File: config.mk
export PLATFORM = sky130hd
export DESIGN_NAME = decode_imm_stage
export DESIGN_NICKNAME = d
export VERILOG_FILES = /design/src/rtl/decode_imm_stage_pkg.sv /design/src/rtl/decode_imm_stage_imm_gen.sv /design/src/rtl/decode_imm_stage.sv
export SDC_FILE = /design/constraint.sdc
export NUM_CORES = 1
export LEC_CHECK = 0
export BUFFER_PORTS_ARGS = -buffer_cell sky130_fd_sc_hd__buf_2
export CAP_MARGIN = 20
export CORE_ASPECT_RATIO = 0.7
export CORE_MARGIN = 4
export CORE_UTILIZATION = 50
export DETAILED_ROUTE_END_ITERATION = 7
export HOLD_SLACK_MARGIN = 0.05
export PLACE_DENSITY = 0.86
export SLEW_MARGIN = 10
export SYNTH_ARGS = -nofsm -noshare
export SYNTH_HDL_FRONTEND = slang
export SYNTH_HIERARCHICAL = 1
export SYNTH_SLANG_ARGS = --single-unit
export TNS_END_PERCENT = 5
File: constraint.sdc
create_clock -name clk_i -period 2.25 [get_ports clk_i]
set_clock_uncertainty 0.2 [all_clocks]
set_input_delay 0.225 -clock clk_i [delete_from_list [all_inputs] [get_ports clk_i]]
set_output_delay 0.225 -clock clk_i [all_outputs]
set_load 0.05 [all_outputs]
File: src/rtl/decode_imm_stage_pkg.sv
// decode_imm_stage_pkg: immediate-type encodings, opcode constants and buffer entry layout.
// The illegal flag in entry_t exists only when DECODE_ILLEGAL_CHECK_EN is defined.
package decode_imm_stage_pkg;

  typedef enum logic [2:0] {
    IMM_NO = 3'd0,
    IMM_U  = 3'd1,
    IMM_J  = 3'd2,
    IMM_I  = 3'd3,
    IMM_B  = 3'd4,
    IMM_S  = 3'd5
  } imm_type_e;

  typedef enum logic [1:0] {
    ST_EMPTY = 2'd0,
    ST_ONE   = 2'd1,
    ST_TWO   = 2'd2
  } state_e;

  localparam logic [6:0] OPC_LUI    = 7'b0110111;
  localparam logic [6:0] OPC_AUIPC  = 7'b0010111;
  localparam logic [6:0] OPC_JAL    = 7'b1101111;
  localparam logic [6:0] OPC_JALR   = 7'b1100111;
  localparam logic [6:0] OPC_BRANCH = 7'b1100011;
  localparam logic [6:0] OPC_LOAD   = 7'b0000011;
  localparam logic [6:0] OPC_STORE  = 7'b0100011;
  localparam logic [6:0] OPC_OP_IMM = 7'b0010011;
  localparam logic [6:0] OPC_OP     = 7'b0110011;
  localparam logic [6:0] OPC_SYSTEM = 7'b1110011;

  typedef struct packed {
    logic [31:0] instr;
    logic [31:0] pc;
    logic [31:0] imm;
    imm_type_e   imm_type;
`ifdef DECODE_ILLEGAL_CHECK_EN
    logic        illegal;
`endif
  } entry_t;

endpackage

File: src/rtl/decode_imm_stage_imm_gen.sv
// imm_gen: purely combinational RISC-V immediate formation for a given immediate type.
// Opcode bits are not needed here, so only instr[31:7] enters.
module imm_gen
  import decode_imm_stage_pkg::*;
(
  input  logic [31:7] instr,
  input  imm_type_e   imm_type,
  output logic [31:0] imm
);

  always_comb begin
    imm = imm_type == IMM_U ? {instr[31:12], 12'h0} :
          imm_type == IMM_J ? {{12{instr[31]}}, instr[19:12], instr[20], instr[30:21], 1'b0} :
          imm_type == IMM_I ? {{20{instr[31]}}, instr[31:20]} :
          imm_type == IMM_B ? {{20{instr[31]}}, instr[7], instr[30:25], instr[11:8], 1'b0} :
          imm_type == IMM_S ? {{20{instr[31]}}, instr[31:25], instr[11:7]} :
          32'h0;
  end

endmodule

File: src/rtl/decode_imm_stage.sv
// decode_imm_stage: decode stage with output + skid buffer, registering the immediate per entry.
// Optional illegal-opcode flag compiled in with DECODE_ILLEGAL_CHECK_EN.
module decode_imm_stage
  import decode_imm_stage_pkg::*;
(
  input  logic        clk_i,
  input  logic        rst_n_i,
  input  logic        flush_i,
  input  logic        in_valid_i,
  output logic        in_ready_o,
  input  logic [31:0] instr_i,
  input  logic [31:0] pc_i,
  output logic        out_valid_o,
  input  logic        out_ready_i,
  output logic [31:0] out_instr_o,
  output logic [31:0] out_pc_o,
  output logic [31:0] imm_o,
  output logic [2:0]  immType_o
`ifdef DECODE_ILLEGAL_CHECK_EN
  , output logic      illegal_o
`endif
);

  state_e      state_q, state_d;
  entry_t      in_e, out_q, skid_q;
  imm_type_e   in_type;
  logic [31:0] in_imm;
  logic [6:0]  opc;
  logic        accept, pop, load_out, load_skid;

  assign opc = instr_i[6:0];

  always_comb begin
    in_type = (opc == OPC_LUI || opc == OPC_AUIPC) ? IMM_U :
              opc == OPC_JAL ? IMM_J :
              (opc == OPC_OP_IMM || opc == OPC_LOAD || opc == OPC_JALR || opc == OPC_SYSTEM) ? IMM_I :
              opc == OPC_BRANCH ? IMM_B :
              opc == OPC_STORE ? IMM_S :
              IMM_NO;
  end

  imm_gen u_imm_gen (
    .instr    (instr_i[31:7]),
    .imm_type (in_type),
    .imm      (in_imm)
  );

  always_comb begin
    in_e          = '0;
    in_e.instr    = instr_i;
    in_e.pc       = pc_i;
    in_e.imm      = in_imm;
    in_e.imm_type = in_type;
`ifdef DECODE_ILLEGAL_CHECK_EN
    in_e.illegal  = in_type == IMM_NO && opc != OPC_OP;
`endif
  end

  assign accept = in_valid_i && in_ready_o;
  assign pop    = out_valid_o && out_ready_i;

  always_ff @(posedge clk_i or negedge rst_n_i) begin
    if (!rst_n_i) state_q <= ST_EMPTY;
    else          state_q <= state_d;
  end

  always_comb begin
    state_d = state_q;
    if (flush_i) state_d = ST_EMPTY;
    else if (state_q == ST_EMPTY) state_d = accept ? ST_ONE : ST_EMPTY;
    else if (state_q == ST_ONE) state_d = (accept && !pop) ? ST_TWO : (!accept && pop) ? ST_EMPTY : ST_ONE;
    else if (state_q == ST_TWO) state_d = pop ? ST_ONE : ST_TWO;
  end

  // Both handshake flags decode only the state register, keeping out_ready_i off the in_ready_o path.
  always_comb begin
    in_ready_o  = state_q != ST_TWO;
    out_valid_o = state_q != ST_EMPTY;
  end

  assign load_out  = (accept && (state_q == ST_EMPTY || pop)) || (state_q == ST_TWO && pop);
  assign load_skid = state_q == ST_ONE && accept && !pop;

  always_ff @(posedge clk_i or negedge rst_n_i) begin
    if (!rst_n_i) begin
      out_q  <= '0;
      skid_q <= '0;
    end else if (!flush_i) begin
      if (load_out)  out_q  <= state_q == ST_TWO ? skid_q : in_e;
      if (load_skid) skid_q <= in_e;
    end
  end

  assign out_instr_o = out_q.instr;
  assign out_pc_o    = out_q.pc;
  assign imm_o       = out_q.imm;
  assign immType_o   = out_q.imm_type;
`ifdef DECODE_ILLEGAL_CHECK_EN
  assign illegal_o   = out_q.illegal;
`endif

endmodule

==> reports/qor.txt <==
DRT iter0 DRCs = 495
Finished Cell Area = 11900 sq um
largest net degree at the start of global routing = 59
RSZ-0062 raised after global routing = yes
IO buf count = 169
Worst-path clk slew = 80 ps
Core Area = 18000 sq um
critical-path maximum fanout = 6
diode count = 0
Total Power = 0.0110 W
EDFF count, synth = 0
Leakage = 5.23 nW
Worst path max stage delay = 460 ps
routability cong. = 0.801
Hold Violations, Final = 0
Levels on crit path = 8
initial antenna violation count = 0
post-route setup slack = 6.77 ps
CP Data Required Time = 2360 ps
register area share after synthesis = 54.9%
Startpoint Class = flip-flop
Die Ht = 121 um
status = finished, final reports clean
Min Clock Period, post-route = 2240 ps
vias in the first global route = 7232
Final Max Tran Viols = 0
clk sinks = 200
r2r setup slk = 7 ps
drt first pass iters = 6
Worst Hold Class = in2reg
CP Capture Type = flip-flop
placed inst area = 10500 sq um
RR Endpoint = immType_o[1]
Finish-stage setup viols = 0
mapped cell area = 9120 sq um
crit-path cells = inv_1, ha_2, buf_4, a2111oi_4, buf_4, clkbuf_16, mux2i_1, o41ai_1
final core utilization = 66.3%
filler instances = 1316
sum of buffers and inverters on the critical path = 4
grt total ovfl = 0
hold worst-path end = out_instr_o[5]
HP Start = instr_i[5]
slowest cell on the critical path = a2111oi_4
met3 track demand over resource = 5.99%
Syn Area/Cell = 11.9 sq um
WHS Path Cells = 4
fin crit share = 99.7%
GR Util met1 = 32.3%
Clk Latency, worst-skew pair = 430 ps
PD cells = 925 nW/um^2
Syn Inst Count = 764
Die X = 169 um
Setup CP Type = reg2reg
#FFs+latches synth = 200
die area = 20500 sq um
Max Cap Violations = 0
DP Worst Slack = -195 ps
Top FF cell, synth = dfrtp_1
ys async rst share = 100%
Max clock buf depth = 2
VDD IR-drop max = 0.613 mV
Unique masters post-synth = 42
Inserted Clock Buffers = 17
r2r startpoint = state_q[1]
most frequent cells in the layout = 200 x dfrtp_1, 167 x buf_2, 108 x mux2i_1
routing usage on met2 = 38.5%
worst-margin pin slew = 515 ps
commonest non-fill, non-tap cell in the layout = dfrtp_1
dominant delay contributor by cell family on the critical path = buffers and inverters
Crit path top cell by count = buf_4
f_max = 446 MHz
R2R depth = 8
layout cell share with drive strength beyond 1 = 36.2%
Worst setup startpoint = state_q[1]
clk root buf = clkbuf_16
synth warn = 6
Rel. slew slack = 65.6%
H-tree Lvls = 4
Total Wirelength = 24100 um
IO Pins = 170
number of cell rows = 41
DRC Markers = 0
remaining antenna violation count = 0
HPWL Detailed = 15100 um
GRT Util Overall = 23.8%
WL per Instance = 19.1 um
Syn Nets = 837
CTS tree = yes
crit path DAT = 2350 ps
vias = 6999
Initial Util = 50.8%
GR peak layer = met2
first-pass GRT wire length = 38400 um
layout net count = 1085
P&R area growth vs syn = 30.4%
Avg Vias per Cell = 5.55
[final cells by class]
class	count	area (sq um)	area share [%]
Sequential cell	200	5000	42.1
Clock buffer	17	425	3.58
Timing Repair Buffer	287	2160	18.2
Clock inverter	15	140	1.18
Inverter	4	15.0	0.126
Tap cell	236	295	2.48
Multi-Input combinational cell	502	3850	32.4
[synthesized netlist by cell type (all sizes together) (3+ instances only)]
| master | number | share of area [%] |
|---|---|---|
| a21oi | 99 | 5.4 |
| a22o | 5 | 0.48 |
| and2 | 7 | 0.48 |
| buf | 41 | 2.6 |
| clkbuf | 17 | 0.70 |
| dfrtp | 200 | 55 |
| ha | 4 | 0.55 |
| inv | 4 | 0.16 |
| mux2 | 101 | 12 |
| mux2i | 108 | 12 |
| nand2 | 12 | 0.49 |
| nand2b | 3 | 0.21 |
| nand3b | 15 | 1.4 |
| nor2 | 104 | 4.3 |
| nor2b | 3 | 0.23 |
| o211ai | 11 | 0.91 |
| o221ai | 8 | 0.77 |
[flip-flops by register name, indices dropped and copies added (netlist names)]
name / cells
skid_q: 99
out_instr_o: 32
out_pc_o: 32
state_q: 2
imm_o: 32
immType_o: 3
[how the worst max path moves through the flow]
stage | slack (ps) | endpoint
floorplan | 80 | skid_q[14]
detailed placement | -200 | skid_q[16]
global placement | -50 | skid_q[15]
global route | -90 | out_instr_o[25]
CTS | -4 | imm_o[14]
finish | 7 | immType_o[1]
[stage by stage]
step | std cells | hold WS, ps | TNS (ps)
after floorplan | 764 | -271 | 0
after global placement | 1154 | 34.3 | -263
after detailed placement | 1154 | 36.8 | -2110
after CTS | 1255 | 75.5 | -4.17
after global routing | 1261 | 109 | -2700
final | 1261 | 81.4 | 0
[power by group]
part / total (W) / leakage, nW / switching [W] / internal, W
clock network: 0.00293 / 0.270 / 0.00146 / 0.00147
registers: 0.00485 / 2.41 / 0.000443 / 0.00440
logic: 0.00322 / 2.55 / 0.00214 / 0.00109
total: 0.0110 / 5.23 / 0.00404 / 0.00696
[logic make-up after synthesis]
| group | Yosys count | synth area share (%) |
|---|---|---|
| AOI/OAI and AO/OA | 133 | 8.74 |
| xor gates and xnor gates | 2 | 0.274 |
| adders and majority gates | 4 | 0.549 |
| buffers and inverters | 62 | 3.44 |
| DFF | 200 | 54.9 |
| muxes | 209 | 24.3 |
| and+or+nand+nor | 154 | 7.78 |
[worst reg2reg max path: cells and delay by family (launching register included)]
kind	cells	cell delay (ps)
AOI/OAI and AO/OA	2	550
adders and majority gates	1	210
buffers and inverters	4	560
DFF	1	420
muxes	1	180
[routing by layer]
| layer | wire [um] | vias up |
|---|---|---|
| li1 | - | 3205 |
| met1 | 10600 | 3524 |
| met2 | 11600 | 250 |
| met3 | 1660 | 20 |
| met4 | 275 | 0 |
| met5 | 0 | - |
[timing repair]
action	4_1_cts	5_1_grt
endpoints found under the hold margin	335	1
pin swaps	3	3
setup buffers	2	5
resized for setup	4	12
setup endpoints to repair	71	159
gates cloned	2	1
hold buffers	65	1
No activity file was read; power rests on OpenSTA's default activity.
